## src/rtl/max7219_pkg.sv

```systemverilog
// Shared constants for the MAX7219 frame sequencer: register addresses, glyph codes, FSM states.
// Latency: n/a (constants and a pure function only).
// Backpressure: n/a.
package max7219_pkg;

  // MAX7219 register addresses
  localparam logic [3:0] ADDR_NOOP      = 4'h0;
  localparam logic [3:0] ADDR_DIGIT0    = 4'h1;
  localparam logic [3:0] ADDR_DIGIT7    = 4'h8;
  localparam logic [3:0] ADDR_DECODE    = 4'h9;
  localparam logic [3:0] ADDR_INTENSITY = 4'hA;
  localparam logic [3:0] ADDR_SCANLIMIT = 4'hB;
  localparam logic [3:0] ADDR_SHUTDOWN  = 4'hC;
  localparam logic [3:0] ADDR_TEST      = 4'hF;

  // Non-numeral glyph codes; 13-15 are blank
  localparam logic [3:0] GLYPH_HAPPY   = 4'd10;
  localparam logic [3:0] GLYPH_NEUTRAL = 4'd11;
  localparam logic [3:0] GLYPH_SAD     = 4'd12;

  // Power-up sequence length: shutdown, decode, intensity, scan limit, test off, normal op
  localparam int INIT_WORDS = 6;

  typedef enum logic [2:0] {
    S_INIT,
    S_IDLE,
    S_FRAME_REQ,
    S_SEND,
    S_GAP
  } state_t;

  // Command word for step idx of the power-up sequence
  function automatic logic [15:0] init_word(input logic [2:0] idx, input logic [3:0] intensity);
    logic [15:0] w;
    case (idx)
      3'd0:    w = {4'h0, ADDR_SHUTDOWN,  8'h00};
      3'd1:    w = {4'h0, ADDR_DECODE,    8'h00};
      3'd2:    w = {4'h0, ADDR_INTENSITY, 4'h0, intensity};
      3'd3:    w = {4'h0, ADDR_SCANLIMIT, 8'h07};
      3'd4:    w = {4'h0, ADDR_TEST,      8'h00};
      3'd5:    w = {4'h0, ADDR_SHUTDOWN,  8'h01};
      default: w = {4'h0, ADDR_NOOP,      8'h00};
    endcase
    return w;
  endfunction

endpackage

```

## src/rtl/max7219_glyph_rom.sv

```systemverilog
// Glyph ROM: 8x8 bitmaps for numerals 0-9, happy, neutral, sad; codes 13-15 are blank.
// Latency: combinational.
// Backpressure: n/a.
module max7219_glyph_rom
  import max7219_pkg::*;
(
  input  logic [3:0] code_i,
  input  logic [2:0] row_i,
  output logic [7:0] bits_o
);

  logic [63:0] glyph;
  logic [5:0]  lsb;

  // Whole bitmap per code, top row in the most significant byte
  always_comb begin
    case (code_i)
      4'd0:          glyph = 64'h3C666E7666663C00;
      4'd1:          glyph = 64'h183818181818_7E00;
      4'd2:          glyph = 64'h3C66060C30607E00;
      4'd3:          glyph = 64'h3C66061C06663C00;
      4'd4:          glyph = 64'h0C1C3C6C7E0C0C00;
      4'd5:          glyph = 64'h7E607C0606663C00;
      4'd6:          glyph = 64'h3C607C6666663C00;
      4'd7:          glyph = 64'h7E060C1830303000;
      4'd8:          glyph = 64'h3C66663C66663C00;
      4'd9:          glyph = 64'h3C66663E060C3800;
      GLYPH_HAPPY:   glyph = 64'h3C42A581A599423C;
      GLYPH_NEUTRAL: glyph = 64'h3C42A58181BD423C;
      GLYPH_SAD:     glyph = 64'h3C42A58199A5423C;
      default:       glyph = 64'h0;
    endcase
  end

  // Row 0 is the top byte, so the byte offset is (7 - row) * 8
  assign lsb    = {~row_i, 3'b000};
  assign bits_o = glyph[lsb +: 8];

endmodule

```

## src/rtl/max7219_frame_sequencer.sv

```systemverilog
// Turns display code/enable into MAX7219 command words: 6-word init, then 8-row frames on change or refresh.
// Latency: 16 cycles from an input change (in idle) to the last row word accepted, with ready held high.
// Backpressure: word_data/word_valid held until word_ready; one idle cycle is always inserted between words.
module max7219_frame_sequencer
  import max7219_pkg::*;
#(
  parameter logic [3:0]  INTENSITY      = 4'h8,
  parameter int unsigned REFRESH_CYCLES = 1000000,
  parameter int unsigned CNT_W          = 20
) (
  input  logic        clk,
  input  logic        rst_n,
  input  logic [3:0]  digit,
  input  logic        enable_display,
  output logic [15:0] word_data,
  output logic        word_valid,
  input  logic        word_ready,
  output logic        busy
);

  localparam bit REFRESH_EN = (REFRESH_CYCLES != 0);
  localparam logic [CNT_W-1:0] CNT_MAX = REFRESH_EN ? CNT_W'(REFRESH_CYCLES - 1) : '0;

  state_t            state_q;
  logic [2:0]        init_idx_q;
  logic [3:0]        row_q;
  logic              snap_en_q;
  logic [3:0]        snap_digit_q;
  logic              snap_vld_q;
  logic [CNT_W-1:0]  cnt_q;
  logic [15:0]       word_data_q;
  logic              word_valid_q;
  logic              busy_q;

  logic              xfer;
  logic              changed;
  logic              refresh_hit;
  logic [3:0]        rom_code;
  logic [2:0]        rom_row;
  logic              rom_en;
  logic [7:0]        rom_bits;
  logic [7:0]        row_bits_d;

  assign xfer        = word_valid_q && word_ready;
  // An unset snapshot always counts as changed, so the first frame after init is never skipped
  assign changed     = !snap_vld_q || ({enable_display, digit} != {snap_en_q, snap_digit_q});
  assign refresh_hit = REFRESH_EN && (cnt_q == CNT_MAX);

  // Row 1 is built from the live inputs while they are being latched; later rows use the snapshot
  always_comb begin
    rom_code = snap_digit_q;
    rom_row  = row_q[2:0] - 3'd1;
    rom_en   = snap_en_q;
    if (state_q == S_FRAME_REQ) begin
      rom_code = digit;
      rom_row  = 3'd0;
      rom_en   = enable_display;
    end
  end

  max7219_glyph_rom u_rom (
    .code_i (rom_code),
    .row_i  (rom_row),
    .bits_o (rom_bits)
  );

  assign row_bits_d = rom_en ? rom_bits : 8'h00;

  // Sequencer FSM; all outputs are registered here
  always_ff @(posedge clk or negedge rst_n) begin
    if (!rst_n) begin
      state_q      <= S_INIT;
      init_idx_q   <= 3'd0;
      row_q        <= 4'd1;
      snap_en_q    <= 1'b0;
      snap_digit_q <= 4'hF;
      snap_vld_q   <= 1'b0;
      cnt_q        <= '0;
      word_data_q  <= 16'h0000;
      word_valid_q <= 1'b0;
      busy_q       <= 1'b1;
    end else begin
      case (state_q)
        S_INIT: begin
          if (!word_valid_q) begin
            word_valid_q <= 1'b1;
            word_data_q  <= init_word(init_idx_q, INTENSITY);
          end else if (xfer) begin
            word_valid_q <= 1'b0;
            if (init_idx_q == 3'(INIT_WORDS - 1)) begin
              state_q <= S_FRAME_REQ;
            end else begin
              init_idx_q <= init_idx_q + 3'd1;
            end
          end
        end
        S_IDLE: begin
          if (changed || refresh_hit) begin
            state_q <= S_FRAME_REQ;
            busy_q  <= 1'b1;
          end else if (cnt_q != CNT_MAX) begin
            cnt_q <= cnt_q + CNT_W'(1);
          end
        end
        S_FRAME_REQ: begin
          snap_en_q    <= enable_display;
          snap_digit_q <= digit;
          snap_vld_q   <= 1'b1;
          row_q        <= 4'd1;
          cnt_q        <= '0;
          word_data_q  <= {4'h0, ADDR_DIGIT0, row_bits_d};
          word_valid_q <= 1'b1;
          state_q      <= S_SEND;
        end
        S_SEND: begin
          if (xfer) begin
            word_valid_q <= 1'b0;
            if (row_q == ADDR_DIGIT7) begin
              state_q <= S_IDLE;
              busy_q  <= 1'b0;
            end else begin
              row_q   <= row_q + 4'd1;
              state_q <= S_GAP;
            end
          end
        end
        S_GAP: begin
          word_data_q  <= {4'h0, row_q, row_bits_d};
          word_valid_q <= 1'b1;
          state_q      <= S_SEND;
        end
        default: begin
          state_q <= S_INIT;
        end
      endcase
    end
  end

  assign word_data  = word_data_q;
  assign word_valid = word_valid_q;
  assign busy       = busy_q;

endmodule

```

## config.mk

```make
export PLATFORM = sky130hd
export DESIGN_NAME = max7219_frame_sequencer
export DESIGN_NICKNAME = d
export VERILOG_FILES = /design/src/rtl/max7219_pkg.sv /design/src/rtl/max7219_glyph_rom.sv /design/src/rtl/max7219_frame_sequencer.sv
export SDC_FILE = /design/constraint.sdc
export NUM_CORES = 1
export LEC_CHECK = 0
export ABC_AREA = 1
export ABC_CLOCK_PERIOD_IN_PS = 3600
export BUFFER_PORTS_ARGS = -buffer_cell sky130_fd_sc_hd__buf_2
export CORE_MARGIN = 2
export CORE_UTILIZATION = 50
export DETAILED_ROUTE_END_ITERATION = 6
export PLACE_DENSITY = 0.77
export SLEW_MARGIN = 20
export SYNTH_ARGS = -nofsm -noshare
export SYNTH_HDL_FRONTEND = slang
export SYNTH_HIERARCHICAL = 1
export SYNTH_SLANG_ARGS = --single-unit
```

## constraint.sdc

```tcl
create_clock -name clk -period 3.6 [get_ports clk]
set_clock_uncertainty 0.1 [all_clocks]
set_input_delay 1.08 -clock clk [delete_from_list [all_inputs] [get_ports clk]]
set_output_delay 1.08 -clock clk [all_outputs]
set_load 0.005 [all_outputs]
```

* Word level (Yosys, flattened, before mapping)
Memory sizes are Yosys's and may differ from the RTL's.
Index checks and enable logic that the tools add are counted.
** Word-level totals
- Bits in registers :: 54
- Memory bits (read-only) :: 864
- Bits of input ports :: 8
- Memories kept :: 1
** Memories
- (name not given) :: words 16, bits a word 54, read ports 1, clocked after memory_dff 0, write ports 0, RTL line max7219_glyph_rom.sv:17 : case (code_i)
** Operators by class
- Add/sub/neg operators :: 4
- Eq/ne operators :: 23
- Shift-type cells :: 1
- Mux-type cells :: 28
- Bitwise operators :: 2
- Reduce and logical (&&, ||, !) cells :: 19
** Operators with widths (number)
- case mux 12 bit (6 select lines) :: 1
- indexed part select 64 x 7 -> 8 bit :: 1
- case mux 16 bit (3 select lines) :: 1
- two-way mux 20 bit :: 2
- case mux 20 bit (2 select lines) :: 1
- two-way mux 3 bit :: 7
- adder 20 x 1 -> 20 bit (second input constant) :: 1
- == test 20 bit (second input constant) :: 1
- != test 2 bit (second input constant) :: 10
- != test 20 bit (second input constant) :: 1
- two-way mux 16 bit :: 1
- == test 3 x 2 -> 1 bit (second input constant) :: 4
- two-way mux 4 bit :: 3
- case mux 3 bit (4 select lines) :: 1
- == test 3 bit (second input constant) :: 3
- two-way mux 8 bit :: 1
- case mux 4 bit (2 select lines) :: 1
- AND reduction 4 bit :: 2
- two-way mux 1 bit :: 7
- == test 3 x 1 -> 1 bit (second input constant) :: 2
- zero test 3 bit :: 2
- AND reduction 3 bit :: 2
- nonzero test 2 bit :: 3
- nonzero test 3 bit :: 2
- other kinds (15) :: 17

* Depth between registers and ports, before layout
- Depth in word-level cells :: 6
- Mapped depth :: 19

* Cells and area by module
The synthesis kept the hierarchy.
** By module, submodules not included
- max7219_frame_sequencer :: instances 1, cells an instance 407, area an instance 3093.0 µm², seq. area each 1258.7 µm²
- max7219_glyph_rom :: instances 1, cells an instance 185, area an instance 957.2 µm², seq. area each 0.0 µm²

* Worst setup path before layout
No wires, ideal clock.
- Kind :: input to register
- Start :: input port digit[1]
- End :: register word_data_q[3], in the netlist word_data[3]
- Data arrival time :: 3.094 ns
- Required time :: 3.376 ns
- Setup slack :: 0.282 ns
- Stages on the path :: 13
- Path buffers :: 0
- Cell sequence :: inv_1 > o21ai_0 > inv_1 > ha_1 > inv_1 > a21oi_2 > nand2_1 > nand2_1 > nand2_1 > o21ai_1 > nand2_1 > nand2_2 > a21oi_2
** Between the ends
- Word-level cells in the longest chain between the ends :: 5
** RTL lines
- start: declaration :: RTL line max7219_frame_sequencer.sv:13 : input logic [3:0] digit,
- two-way mux 4 bit
- net rom_code[1] :: RTL line max7219_frame_sequencer.sv:38 : logic [3:0] rom_code;
- memory read (16 x 54 bit)
- indexed part select 64 x 7 -> 8 bit :: RTL line max7219_glyph_rom.sv:37 : assign bits_o = glyph[lsb +: 8];
- net rom_bits[3] :: RTL line max7219_frame_sequencer.sv:41 : logic [7:0] rom_bits;
- two-way mux 8 bit :: RTL line max7219_frame_sequencer.sv:67 : assign row_bits_d = rom_en ? rom_bits : 8'h00;
- case mux 16 bit (3 select lines) :: RTL line max7219_frame_sequencer.sv:83 : case (state_q)
- end signal: assignment :: RTL line max7219_frame_sequencer.sv:87 : word_data_q <= init_word(init_idx_q, INTENSITY);
- end signal: assignment :: RTL line max7219_frame_sequencer.sv:111 : word_data_q <= {4'h0, ADDR_DIGIT0, row_bits_d};
- end signal: assignment :: RTL line max7219_frame_sequencer.sv:128 : word_data_q <= {4'h0, row_q, row_bits_d};
- end: declaration :: RTL line max7219_frame_sequencer.sv:31 : logic [15:0] word_data_q;
The timed path passes the listed nets, and every way through them passes these cells.
A chain may end at the register's enable or synchronous reset.

* Worst setup path after layout
- Start :: register state_q[0]
- End :: register word_data_q[4], in the netlist word_data[4]
** Between the ends
- Word-level cells in the longest chain between the ends :: 6
- Elaborated cells on any way between the ends :: 14
** RTL lines
- start: declaration :: RTL line max7219_frame_sequencer.sv:24 : state_t state_q;
- start signal: assignment :: RTL line max7219_frame_sequencer.sv:72 : state_q <= S_INIT;
- start signal: assignment :: RTL line max7219_frame_sequencer.sv:91 : state_q <= S_FRAME_REQ;
- start signal: assignment :: RTL line max7219_frame_sequencer.sv:99 : state_q <= S_FRAME_REQ;
- == test 3 x 2 -> 1 bit :: RTL line max7219_frame_sequencer.sv:54 : if (state_q == S_FRAME_REQ) begin
- two-way mux 4 bit
- net rom_code[0] :: RTL line max7219_frame_sequencer.sv:38
- memory read (16 x 54 bit)
- indexed part select 64 x 7 -> 8 bit :: RTL line max7219_glyph_rom.sv:37
- net rom_bits[4] :: RTL line max7219_frame_sequencer.sv:41
- two-way mux 8 bit :: RTL line max7219_frame_sequencer.sv:67
- case mux 16 bit (3 select lines) :: RTL line max7219_frame_sequencer.sv:83
The timed path passes the listed nets, and every way through them passes these cells.

==> results.sh <==
export IMPL_outcome="finished clean"
export IMPL_synthArstFlopShare_pct=100
export IMPL_placement_io_buffers=21
export IMPL_clock_tree_buffer_depth=2
export IMPL_maxCapViolations=0
export IMPL_synth_edff_count=0
export IMPL_cts_hold_buf=0
export IMPL_layout_drive_gt1_share_pct=15.0
export IMPL_floorplan_initialDensity_pct=51.9
export IMPL_final_hold_worst_slack_ps=364
export IMPL_htreeDepth=2
export IMPL_detail_route_drc_violations=0
export IMPL_ys_seq_area_share_pct=31.1
export IMPL_dp_final_hpwl_um=7040
export IMPL_net_switching_power_mw=1.92
export IMPL_period_minus_slack_ps=2850
export IMPL_core_um2=7810
export IMPL_worst_setup_end_kind="flip-flop"
export IMPL_cts_buffers=5
export IMPL_worst_endpoint_required_ps=3710
export IMPL_worstSetupPathType="flip-flop to flip-flop"
export IMPL_period_utilization_pct=79.1
export IMPL_cts_resized=0
export IMPL_area_growth_syn_to_layout_pct=4.63
export IMPL_routed_wirelength_um=9530
export IMPL_drtIter0Drc=156
export IMPL_ys_warnings_count=6
export IMPL_maximum_number_of_pins_on_one_net_before_global_route_repair=28
export IMPL_path_clk_slew_ps=100
export IMPL_clkLatencyLatePin_ps=320
export IMPL_clock_sink_count=50
export IMPL_postSynth_topFlopCell="sky130_fd_sc_hd__dfrtp_1"
export IMPL_syn_area_um2=4050
export IMPL_std_cell_rows=32
export IMPL_io_pins=26
export IMPL_routed_wire_length_per_instance_um=13.5
export IMPL_die_w_um=94
export IMPL_grt_total_usage_pct=23.7
export IMPL_critPathLaunchType="flip-flop"
export IMPL_power_total_mw=3.55
export IMPL_combPwrFrac_pct=66.4
export IMPL_tritoncts="built"
export IMPL_swShare_pct=54.2
export IMPL_grt_pass1_vias=3772
export IMPL_final_fill_count=758
export IMPL_timing_final_max_slew_violations=0
export IMPL_drt_antenna_violating_nets=0
export IMPL_share_clk_of_total_power_pct=10.3
export IMPL_num_antenna_cells=0
export IMPL_die_extent_in_y_um=94
export IMPL_die_area_um2=8840
export IMPL_grt_pass1_wl_um=17100
export IMPL_yosys_register_bits=50
export IMPL_seq_power_share_pct=23.3
export IMPL_fin_util_pct=54.3
export IMPL_postCtsSetupRepairBufs=0
export IMPL_internal_power_mw=1.63
export IMPL_gp_congestion=0.981
export IMPL_totalNegativeSetupSlack_ps=0
export IMPL_final_cell_area_um2=4240
export IMPL_hold_viol=0
export IMPL_avgSynthCellArea_um2=6.84
export IMPL_power_density_nw_per_um2=837
export IMPL_placed_cell_area_um2=4130
export IMPL_synth_cell_types=43
export IMPL_min_path_type="flip-flop to flip-flop"
export IMPL_routed_via_density=5.39
export IMPL_vdd_ir_drop_worst_v=0.000397
export IMPL_postSynthCellCount=592
export IMPL_power_static_leakage_nw=2.13
export IMPL_fmax_mhz=351
export IMPL_detail_route_first_pass_iterations=5
export IMPL_worstPathMaxFanout=12
export IMPL_finalSetupViolCount=0
export IMPL_cp_data_arrival_time_ps=2960
export IMPL_worst_pin_slew_ps=718
export IMPL_timing_max_slew_rel_slack_pct=51.9
export IMPL_global_route_overflow_total=0
export IMPL_clock_root_buffer="sky130_fd_sc_hd__clkbuf_8"
export IMPL_grt_setup_unrepaired="no"
export IMPL_antenna_found_initial=0
export IMPL_dr_total_vias=3813
export IMPL_nets=628
[layer usage]
layer | up-vias | GRT usage, % | share of wire [%]
li1 | 1911 | - | -
met1 | 1783 | 30.2 | 44
met2 | 100 | 41.7 | 51
met3 | 19 | 3.21 | 3.7
met4 | 0 | 7.25 | 2.1
met5 | - | 0 | 0
[cell families (layout without fill, tap and decap cells)]
group	after synthesis	after routing	synth area share, %
flip-flops	50	50	31.1
buffers and inverters	77	88	10.4
XOR/XNOR	15	15	3.24
other	1	4	0.0926
AO/OA/AOI/OAI	56	56	8.37
AND/OR/NAND/NOR	378	378	42.2
adder cells (fa/ha/maj)	15	15	4.63
[layout by cell type, fill, tap and decap left out, types with 2 or more instances in the layout]
| master | Yosys | final |
|---|---|---|
| sky130_fd_sc_hd__inv_8 | 1 | 2 |
| sky130_fd_sc_hd__nand4_1 | 10 | 10 |
| sky130_fd_sc_hd__inv_2 | 7 | 7 |
| sky130_fd_sc_hd__a21oi_1 | 13 | 13 |
| sky130_fd_sc_hd__o21ai_1 | 5 | 5 |
| sky130_fd_sc_hd__ha_1 | 15 | 15 |
| sky130_fd_sc_hd__nand3b_1 | 4 | 4 |
| sky130_fd_sc_hd__buf_4 | 9 | 7 |
| sky130_fd_sc_hd__nor2_1 | 70 | 70 |
| sky130_fd_sc_hd__or2_2 | 3 | 3 |
| sky130_fd_sc_hd__nand3_1 | 72 | 72 |
| sky130_fd_sc_hd__a31oi_1 | 2 | 2 |
| sky130_fd_sc_hd__nor3_1 | 4 | 4 |
| sky130_fd_sc_hd__nand2_1 | 186 | 186 |
| sky130_fd_sc_hd__nor2_4 | 4 | 4 |
| sky130_fd_sc_hd__dfrtp_1 | 44 | 44 |
| sky130_fd_sc_hd__xor2_1 | 10 | 10 |
| sky130_fd_sc_hd__a22o_1 | 4 | 4 |
| sky130_fd_sc_hd__xnor2_1 | 5 | 5 |
| sky130_fd_sc_hd__nand2_2 | 12 | 12 |
| sky130_fd_sc_hd__inv_1 | 43 | 43 |
| sky130_fd_sc_hd__clkbuf_8 | 0 | 5 |
| sky130_fd_sc_hd__dfstp_2 | 6 | 6 |
| sky130_fd_sc_hd__a21oi_2 | 7 | 7 |
| sky130_fd_sc_hd__buf_2 | 4 | 21 |
| sky130_fd_sc_hd__nand2_4 | 4 | 4 |
| sky130_fd_sc_hd__conb_1 | 1 | 4 |
| sky130_fd_sc_hd__nand3_2 | 2 | 2 |
| sky130_fd_sc_hd__nor2_2 | 2 | 2 |
| sky130_fd_sc_hd__o21ai_0 | 20 | 19 |
[state kept, by name, indices dropped and copies added, names as in the netlist]
| signal | count |
|---|---|
| word_valid | 1 |
| snap_vld_q | 1 |
| snap_digit_q | 4 |
| snap_en_q | 1 |
| word_data | 12 |
| row_q | 4 |
| cnt_q | 20 |
| init_idx_q | 3 |
| state_q | 3 |
| busy | 1 |
[through the flow]
stage                     setup WS, ps  cells
after floorplan                    282    595
after global placement             622    700
after detailed placement           549    700
after CTS                          719    708
after global routing               486    708
final                              751    708
[worst max-delay path, stage by stage, from the launching register on]
cell                       delay, ps
sky130_fd_sc_hd__dfrtp_1         430
sky130_fd_sc_hd__inv_2           150
sky130_fd_sc_hd__nand3_4         180
sky130_fd_sc_hd__inv_1           200
sky130_fd_sc_hd__nand2_1          90
sky130_fd_sc_hd__nand2_1         220
sky130_fd_sc_hd__inv_1           170
sky130_fd_sc_hd__ha_1            310
sky130_fd_sc_hd__inv_1           170
sky130_fd_sc_hd__nand2_4          80
sky130_fd_sc_hd__nand2_1         130
sky130_fd_sc_hd__nand3b_1         80
sky130_fd_sc_hd__nand3_1         110
sky130_fd_sc_hd__nand2_1          60
sky130_fd_sc_hd__nand2_1          50
sky130_fd_sc_hd__inv_1            30
sky130_fd_sc_hd__a22o_1          180
[area by class of cell]
type	instances	area (um^2)	share of cell area (%)
clock buffer	5	68.8	1.62
clock inverter	3	28.8	0.679
inverter	52	204	4.81
multi-input combinational	468	2390	56.5
sequential	50	1260	29.7
tap	102	128	3.01
timing repair buffer	28	158	3.72
[final timing paths]
check / start / end / slack (ps) / cells after the start
min reg2reg: busy / busy / 360 / 2
min: busy / busy / 360 / 2
max: state_q[0] / word_data[4] / 750 / 16
max in group asynchronous: rst_n / row_q[0] / 2260 / 2
min in group asynchronous: rst_n / snap_en_q / 510 / 1
max reg2reg: state_q[0] / word_data[4] / 750 / 16
[cell usage after synthesis, types with 2 or more instances]
cell type / instances / share of area (%)
sky130_fd_sc_hd__nand2_1: 186 / 17
sky130_fd_sc_hd__nand3_1: 72 / 8.9
sky130_fd_sc_hd__nor2_1: 70 / 6.5
sky130_fd_sc_hd__dfrtp_1: 44 / 27
sky130_fd_sc_hd__inv_1: 43 / 4.0
sky130_fd_sc_hd__o21ai_0: 20 / 2.5
sky130_fd_sc_hd__ha_1: 15 / 4.6
sky130_fd_sc_hd__a21oi_1: 13 / 1.6
sky130_fd_sc_hd__nand2_2: 12 / 1.9
sky130_fd_sc_hd__nand4_1: 10 / 1.5
sky130_fd_sc_hd__xor2_1: 10 / 2.2
sky130_fd_sc_hd__buf_4: 9 / 1.7
sky130_fd_sc_hd__a21oi_2: 7 / 1.5
sky130_fd_sc_hd__buf_6: 7 / 1.9
sky130_fd_sc_hd__inv_2: 7 / 0.65
sky130_fd_sc_hd__dfstp_2: 6 / 3.9
sky130_fd_sc_hd__o21ai_1: 5 / 0.62
sky130_fd_sc_hd__xnor2_1: 5 / 1.1
sky130_fd_sc_hd__a22o_1: 4 / 0.86
sky130_fd_sc_hd__buf_2: 4 / 0.49
sky130_fd_sc_hd__nand2_4: 4 / 1.1
sky130_fd_sc_hd__nand3b_1: 4 / 0.74
sky130_fd_sc_hd__nor2_4: 4 / 1.1
sky130_fd_sc_hd__nor3_1: 4 / 0.49
sky130_fd_sc_hd__clkbuf_1: 3 / 0.28
sky130_fd_sc_hd__or2_2: 3 / 0.46
sky130_fd_sc_hd__a31oi_1: 2 / 0.31
sky130_fd_sc_hd__buf_12: 2 / 0.99
sky130_fd_sc_hd__nand3_2: 2 / 0.49
sky130_fd_sc_hd__nor2_2: 2 / 0.31
[power groups by stage]
| stage | Combinational [mW] | Sequential [mW] | Clock, mW |
|---|---|---|---|
| 6_report | 2.36 | 0.826 | 0.365 |
| 5_1_grt | 2.66 | 0.848 | 0.401 |
| 4_1_cts | 2.33 | 0.826 | 0.375 |
| 3_5_place_dp | 2.32 | 0.838 | 0 |
| 3_3_place_gp | 2.28 | 0.832 | 0 |
| 2_1_floorplan | 1.92 | 0.827 | 0 |
Note: power is estimated with default switching activity, not from simulation.
